`src/rtl/multicycle_control_pkg.sv`:
```
// multicycle_control_pkg: shared opcodes, funct codes, ALU codes, states and control decode
package multicycle_control_pkg;

    localparam logic [5:0] OP_RTYPE = 6'h00;
    localparam logic [5:0] OP_J     = 6'h02;
    localparam logic [5:0] OP_BEQ   = 6'h04;
    localparam logic [5:0] OP_ADDI  = 6'h08;
    localparam logic [5:0] OP_LW    = 6'h23;
    localparam logic [5:0] OP_SW    = 6'h2B;

    localparam logic [5:0] F_ADD = 6'h20;
    localparam logic [5:0] F_SUB = 6'h22;
    localparam logic [5:0] F_AND = 6'h24;
    localparam logic [5:0] F_OR  = 6'h25;
    localparam logic [5:0] F_XOR = 6'h26;
    localparam logic [5:0] F_NOR = 6'h27;
    localparam logic [5:0] F_SLT = 6'h2A;

    typedef enum logic [2:0] {
        ALU_AND   = 3'd0,
        ALU_OR    = 3'd1,
        ALU_ADD   = 3'd2,
        ALU_XOR   = 3'd3,
        ALU_NOR   = 3'd4,
        ALU_ERROR = 3'd5,
        ALU_SUB   = 3'd6,
        ALU_SLT   = 3'd7
    } alu_t;

    typedef enum logic [3:0] {
        S_START, S_FETCH, S_DECODE, S_MEMADR, S_MEMRD, S_MEMWB, S_MEMWR,
        S_RTEX, S_RTWB, S_BEQEX, S_ADDIEX, S_ADDIWB, S_JEX, S_ERR
    } state_t;

    typedef struct packed {
        logic       iord;
        logic       mem_write;
        logic       reg_write;
        logic       reg_dst;
        logic       mem_to_reg;
        logic       alu_src_a;
        logic [1:0] alu_src_b;
        logic [1:0] pc_src;
        alu_t       alu_ctl;
    } ctl_t;

    // Moore controls for a state; anything not named is 0 and the ALU defaults to ADD
    function automatic ctl_t ctl_of(state_t s, alu_t rt);
        ctl_t c;
        c = '0;
        c.alu_ctl = ALU_ADD;
        case (s)
            S_FETCH:            c.alu_src_b = 2'd1;
            S_DECODE:           c.alu_src_b = 2'd3;
            S_MEMADR, S_ADDIEX: begin c.alu_src_a = 1'b1; c.alu_src_b = 2'd2; end
            S_MEMRD:            c.iord = 1'b1;
            S_MEMWR:            begin c.iord = 1'b1; c.mem_write = 1'b1; end
            S_MEMWB:            begin c.reg_write = 1'b1; c.mem_to_reg = 1'b1; end
            S_ADDIWB:           c.reg_write = 1'b1;
            S_RTEX:             begin c.alu_src_a = 1'b1; c.alu_ctl = rt; end
            S_RTWB:             begin c.reg_write = 1'b1; c.reg_dst = 1'b1; end
            S_BEQEX:            begin c.alu_src_a = 1'b1; c.alu_ctl = ALU_SUB; c.pc_src = 2'd1; end
            S_JEX:              c.pc_src = 2'd2;
            default:            ;
        endcase
        return c;
    endfunction

endpackage

```
`src/rtl/multicycle_control_alu_ctl.sv`:
```
// multicycle_control_alu_ctl: R-type funct to ALU operation, ALU_ERROR for unknown funct
module multicycle_control_alu_ctl
    import multicycle_control_pkg::*;
(
    input  logic [5:0] funct,
    output alu_t       alu_ctl
);

    // priority-free lookup; anything outside the supported set maps to ALU_ERROR
    always_comb
        alu_ctl = funct == F_ADD ? ALU_ADD :
                  funct == F_SUB ? ALU_SUB :
                  funct == F_AND ? ALU_AND :
                  funct == F_OR  ? ALU_OR  :
                  funct == F_XOR ? ALU_XOR :
                  funct == F_NOR ? ALU_NOR :
                  funct == F_SLT ? ALU_SLT : ALU_ERROR;

endmodule

```
`src/rtl/multicycle_control.sv`:
```
// multicycle_control: multicycle MIPS-subset control FSM with registered Moore outputs
module multicycle_control
    import multicycle_control_pkg::*;
(
    input  logic       clk,
    input  logic       reset,
    input  logic [5:0] opcode,
    input  logic [5:0] funct,
    input  logic       zero,
    input  logic       mem_ready,
    output logic       pc_en,
    output logic       iord,
    output logic       mem_write,
    output logic       ir_write,
    output logic       reg_write,
    output logic       reg_dst,
    output logic       mem_to_reg,
    output logic       alu_src_a,
    output logic [1:0] alu_src_b,
    output logic [1:0] pc_src,
    output logic [2:0] alu_ctl,
    output logic       illegal
);

    state_t state, nxt;
    alu_t   rt_ctl;
    ctl_t   ctl;

    multicycle_control_alu_ctl u_alu_ctl (.funct(funct), .alu_ctl(rt_ctl));

    // next-state selection from the current state and decoded instruction fields
    always_comb begin
        nxt = state;
        case (state)
            S_START:  nxt = S_FETCH;
            S_FETCH:  nxt = mem_ready ? S_DECODE : S_FETCH;
            S_DECODE: nxt = (opcode == OP_LW || opcode == OP_SW) ? S_MEMADR :
                            opcode == OP_RTYPE ? S_RTEX   :
                            opcode == OP_BEQ   ? S_BEQEX  :
                            opcode == OP_ADDI  ? S_ADDIEX :
                            opcode == OP_J     ? S_JEX    : S_ERR;
            S_MEMADR: nxt = opcode == OP_LW ? S_MEMRD : S_MEMWR;
            S_MEMRD:  nxt = mem_ready ? S_MEMWB : S_MEMRD;
            S_MEMWR:  nxt = mem_ready ? S_FETCH : S_MEMWR;
            S_RTEX:   nxt = rt_ctl == ALU_ERROR ? S_ERR : S_RTWB;
            S_ADDIEX: nxt = S_ADDIWB;
            S_ERR:    nxt = S_ERR;
            default:  nxt = S_FETCH;
        endcase
    end

    // state plus controls precomputed for the state being entered, so outputs come straight from flops
    always_ff @(posedge clk or posedge reset) begin
        if (reset) begin
            state   <= S_START;
            ctl     <= ctl_of(S_START, ALU_ADD);
            illegal <= 1'b0;
        end else begin
            state   <= nxt;
            ctl     <= ctl_of(nxt, rt_ctl);
            illegal <= illegal | (nxt == S_ERR);
        end
    end

    // fetch handshake and branch qualification must react to inputs within the cycle
    assign ir_write   = state == S_FETCH && mem_ready;
    assign pc_en      = ir_write || (state == S_BEQEX && zero) || state == S_JEX;
    assign iord       = ctl.iord;
    assign mem_write  = ctl.mem_write;
    assign reg_write  = ctl.reg_write;
    assign reg_dst    = ctl.reg_dst;
    assign mem_to_reg = ctl.mem_to_reg;
    assign alu_src_a  = ctl.alu_src_a;
    assign alu_src_b  = ctl.alu_src_b;
    assign pc_src     = ctl.pc_src;
    assign alu_ctl    = ctl.alu_ctl;

endmodule

```
`config.mk`:
```
export PLATFORM = sky130hd
export DESIGN_NAME = multicycle_control
export DESIGN_NICKNAME = d
export VERILOG_FILES = /design/src/rtl/multicycle_control_pkg.sv /design/src/rtl/multicycle_control_alu_ctl.sv /design/src/rtl/multicycle_control.sv
export SDC_FILE = /design/constraint.sdc
export NUM_CORES = 1
export LEC_CHECK = 0
export CORE_UTILIZATION = 30
export DETAILED_ROUTE_END_ITERATION = 10
export DONT_BUFFER_PORTS = 1
export PLACE_DENSITY = 0.5
export SYNTH_ARGS = -nofsm -noshare
export SYNTH_HDL_FRONTEND = slang
export SYNTH_SLANG_ARGS = --single-unit
export TNS_END_PERCENT = 50
```
`constraint.sdc`:
```
create_clock -name clk -period 2.8 [get_ports clk]
set_clock_uncertainty 0.15 [all_clocks]
set_input_delay 0.42 -clock clk [delete_from_list [all_inputs] [get_ports clk]]
set_output_delay 0.42 -clock clk [all_outputs]
set_load 0.005 [all_outputs]
```
* After elaboration in Yosys (flattened, before gate mapping)
Index checks and enable logic that the tools add are counted.
** Word-level totals
- Bits in registers :: 18
- Bits of input ports :: 16
- Word-level logic and storage cells :: 85
** Operators by class
- Bitwise gates (word level) :: 1
- Reductions and logical operators :: 10
- Multiplexer cells :: 27
- Equal/unequal tests :: 36
** Operators by type and width (number)
- $eq 6x6->1 const B :: 9
- $eq 4x4->1 const B :: 10
- $pmux 4 s8 :: 1
- $mux 3 :: 10
- $eq 4x3->1 const B :: 7
- $eq 4x2->1 const B :: 4
- $eq 4x1->1 const B :: 2
- $mux 1 :: 8
- $mux 4 :: 2
- $eq 6x2->1 const B :: 1
- $eq 6x3->1 const B :: 1
- $eq 6x4->1 const B :: 1
- $logic_not 6->1 :: 1
- $mux 2 :: 3
- $pmux 2 s3 :: 1
- $pmux 3 s2 :: 1
- $pmux 2 s2 :: 1
- $reduce_or 2->1 :: 2
- $reduce_or 4->1 :: 1
- $eq 3x3->1 const B :: 1
- $logic_or 1x1->1 :: 3
- $reduce_or 3->1 :: 1
- $logic_and 1x1->1 :: 2
- $or 1x1->1 :: 1

* Longest topological paths before layout
- Depth after elaboration :: 14
- Mapped depth :: 7
- Mapped depth without buffers :: 6

* By module
Synthesis repeated with hierarchy kept, for this count alone.
** Unflattened totals
- Cell total of the unflattened synthesis :: 111
- Area total of the unflattened synthesis :: 1049.8 um2
** Modules (own cells, without submodules)
- multicycle_control :: cells an instance 100, times used 1, seq. area each 451.7 um2, area each 982.2 um2
- multicycle_control_alu_ctl :: cells an instance 11, times used 1, seq. area each 0.0 um2, area each 67.6 um2

* Least setup slack after synthesis
No wires, ideal clock.
- Path kind :: input to register
- From :: in opcode[0]
- To :: reg ctl (netlist bit reg_write)
- Slack :: 708 ps
- Data required time :: 2532 ps
- Setup time :: 118 ps
- Cell stages on the path :: 6
- Buffers on the path :: 0
- Data arrival time :: 1824 ps
- Cell sequence :: or3_4 o2111a_1 a311oi_4 inv_4 and3_4 a21o_1
** RTL lines
- start, declared :: line multicycle_control.sv:7 : input logic [5:0] opcode,
- $logic_not 6->1 / $eq 6x6->1 (equally long branches) :: line multicycle_control.sv:38, multicycle_control.sv:37
- $mux 4 / $logic_or 1x1->1 (equally long branches) :: line multicycle_control.sv:38, multicycle_control.sv:37
- $mux 4 (*) :: line multicycle_control.sv:37 : S_DECODE: nxt = (opcode == OP_LW || opcode == OP_SW) ? S_MEMADR :
- $pmux 4 s8 (*) :: line multicycle_control.sv:34 : case (state)
- net nxt[3] :: line multicycle_control.sv:25 : state_t state, nxt;
- $eq 4x4->1 / $eq 4x3->1 (equally long branches) :: line multicycle_control_pkg.sv:52 : case (s)
- $reduce_or 3->1 (no source line) (*)
- $mux 1 (*) :: line multicycle_control_pkg.sv:52
- end signal, assigned :: line multicycle_control.sv:56 : ctl <= ctl_of(S_START, ALU_ADD);
- end signal, assigned :: line multicycle_control.sv:60 : ctl <= ctl_of(nxt, rt_ctl);
- end, declared :: line multicycle_control.sv:27 : ctl_t ctl;
The timed path passes the listed nets; every way through them passes the cells marked *.

* Final worst setup path
- From :: reg state[2]
- To :: reg ctl (netlist bit alu_src_a)
** Between the ends
- Cells in the longest elaborated chain, start to end :: 5
** Ends and longest elaborated chain
- start, declared :: line multicycle_control.sv:25
- start signal, assigned :: line multicycle_control.sv:59 : state <= nxt;
- $eq 4x4->1 (tied with other cells) :: line multicycle_control.sv:34
- $pmux 4 s8 (*) :: line multicycle_control.sv:34
- net nxt[1] :: line multicycle_control.sv:25
- $eq 4x4->1 (tied with other cells) :: line multicycle_control_pkg.sv:52
- $reduce_or 4->1 (no source line) (*)
- $mux 1 (*) :: line multicycle_control_pkg.sv:52
Marks and branches as above.

==> impl_metrics.yaml <==
clocking:
  numCtsBuffers: 3
  htreeDepth: 1
  post_cts_buffers: 0
  clkSinkCount: 18
  cts_hold_buf: 0
  cts_resized: 0
  path_clk_slew_ps: 70
  cts_buffer_depth: 2
  cts_tree: "yes"
  root_buffer: "clkbuf_8"
  clkLatencyLatePin_ps: 250
detailed_routing:
  first_pass_iters: 3
  drc_errors: 0
  via_per_inst: 5.185
  postRouteAntennaNets: 0
  num_vias: 783
  routedWlPerCell_um: 15.33
  drt_wl_total_um: 2315
  drtIter0Drc: 18
yosys:
  ys_top_cells_by_count: "17 x dfrtp_1, 7 x nor3_1, 5 x inv_1, 5 x nor2_1"
  synth_top_area_share_pct: 38.07
  synth-edff-count: 0
  synth_nets: 121
  yosysWarningCount: 0
  ys_types: 51
  synth_area_per_cell_sq_um: 10.64
  yosys.area.top_type: "dfrtp_1"
  synth_most_common_cell: "dfrtp_1"
  synth_area_leaders: "dfrtp_1 38%, nor3_1 3.1%, a311oi_4 2.4%"
  ys.flop_type: "dfrtp_1"
  syn_area_sq_um: 1117
  ys_seq_area_share_pct: 40.43
  async_flop_share_pct: 100.0
  netlist_instances: 105
  ys_ff_latch: 18
critical_path:
  crit_type: "reg2reg"
  cp.arrival_ps: 2320
  setup.worst_path.end_class: "register"
  crit_fanout: 13
  start_kind: "register"
  cp.required_ps: 2800
global_routing:
  overflow: 0
  grt_max_degree: 19
  grt.total_usage_pct: 12.50
  grt_pass1_vias: 823
  antenna_found_initial: 0
  grt_pass1_wl_um: 3933
power_and_ir_drop:
  p_int_mw: 0.7033
  powerDensity_nw_per_um2: 1003
  peakVddDrop_mv: 0.2940
  p_comb_share_pct: 43.7
  p_leak_nw: 0.4818
  clock_power_share_pct: 17.8
  pwr-share-seq_pct: 38.5
  switchingPower_mw: 0.4927
  swShare_pct: 41.20
timing:
  setup_viol: 0
  rsz0062_at_grt: "false"
  tightest_slew_ps: 709.0
  finalHoldWorstSlack_ps: 12.44
  min_period_over_period_pct: 82.88
  final_hold_viol_count: 0
  min_period_ps: 2321
  timing.fmax_ghz: 0.4309
  slew_violations: 0
  setup_tns_ps: 0
  max_slew_margin_pct: 52.68
outcome:
  status: "completed"
final_layout:
  largest_reg_flops: 4
  regMostFlops: "state"
  finalNetCount: 122
  drive_above_1_share_pct: 20.00
  antennaDiodeCount: 0
  stdcell_count: 151
  syn2layout_area_growth_pct: 6.719
floorplanning:
  io_pins: 32
  die_h_um: 63.03
  std_cell_rows: 21
  core_sq_um: 3442
  initial_core_util_pct: 32.46
  die_w_um: 63.03
  die_area_sq_um: 3972
flow_run:
  max_cap_viol_count: 0
worst_hold_path:
  hold_path.class: "in2async"
placed_design:
  portBuffers: 0
  dp_hpwl_um: 1716
  dpl.cell_count: 147
  gp_congestion: 0.7795
[power by group through the flow]
stage | clock network, mW | logic (mW) | registers (mW)
2_1_floorplan | 0 | 0.521 | 0.391
3_3_place_gp | 0 | 0.519 | 0.463
3_5_place_dp | 0 | 0.526 | 0.463
4_1_cts | 0.222 | 0.527 | 0.459
5_1_grt | 0.231 | 0.586 | 0.475
6_report | 0.213 | 0.523 | 0.460
[final cells by class]
| cell class | count | area, sq um |
|---|---|---|
| fill | 355 | 2250 |
| multi-input combinational | 76 | 599.3 |
| sequential | 18 | 451.7 |
| tap | 46 | 57.56 |
| clock buffer | 4 | 55.05 |
| inverter | 7 | 28.78 |
[through the flow]
stage	utilization [%]	cell area, sq um	power, mW	setup slack [ps]
finish	34.64	1192	1.196	479.2
detailed placement	33.04	1137	0.9890	479.3
floorplan	-	1117	0.9114	708.0
global placement	33.04	1137	0.9818	498.5
CTS	34.64	1192	1.208	462.8
global route	34.64	1192	1.291	349.3
[cells in the final DEF, fill, tap and decap left out, drive strengths merged, types with 3 or more instances in the layout]
master,instances
nor3b,3
nor3,7
xor2,3
nor2b,3
nand2,4
nor2,5
or3,4
xnor2,3
a21oi,3
clkbuf,4
o21ai,5
dfrtp,17
nand3,3
inv,7
[kinds of logic (layout without fill, tap and decap cells)]
family                   after synthesis  count (layout)  share of synthesized area (%)
AND/OR/NAND/NOR                       46              46                          28.00
AO/OA/AOI/OAI                         21              21                          17.47
flip-flops                            18              18                          40.43
buffers and inverters                 11              11                          5.935
XOR/XNOR                               6               6                          5.376
adder cells (fa/ha/maj)                2               2                          1.792
multiplexers                           1               1                          1.008
[per-layer routing]
metal,global-route usage [%],routed length [um]
met5,0,0
met4,2.616,0
met3,4.015,106
met2,19.62,1063
met1,16.59,1144
[worst max-delay path: stages (launching register included)]
cell and delay (ps):
dfrtp_1 550, or4b_1 620, a2111o_1 350, nand4b_4 170, xor2_2 110, o32ai_1 260
[final timing paths]
check | slack, ps | cells past startpoint | endpoint | start
max in group asynchronous | 2040 | 1 | mem_write$_DFF_PP0_ | reset
min reg2reg | 340 | 1 | illegal$_DFF_PP0_ | illegal$_DFF_PP0_
min in group clk | 220 | 2 | alu_ctl[1]$_DFF_PP1_ | funct[0]
max reg2reg | 480 | 5 | alu_src_a$_DFF_PP0_ | state[2]$_DFF_PP0_
max | 480 | 5 | alu_src_a$_DFF_PP0_ | state[2]$_DFF_PP0_
min | 10 | 1 | alu_src_a$_DFF_PP0_ | reset
Note: power is estimated with default switching activity, not from simulation.
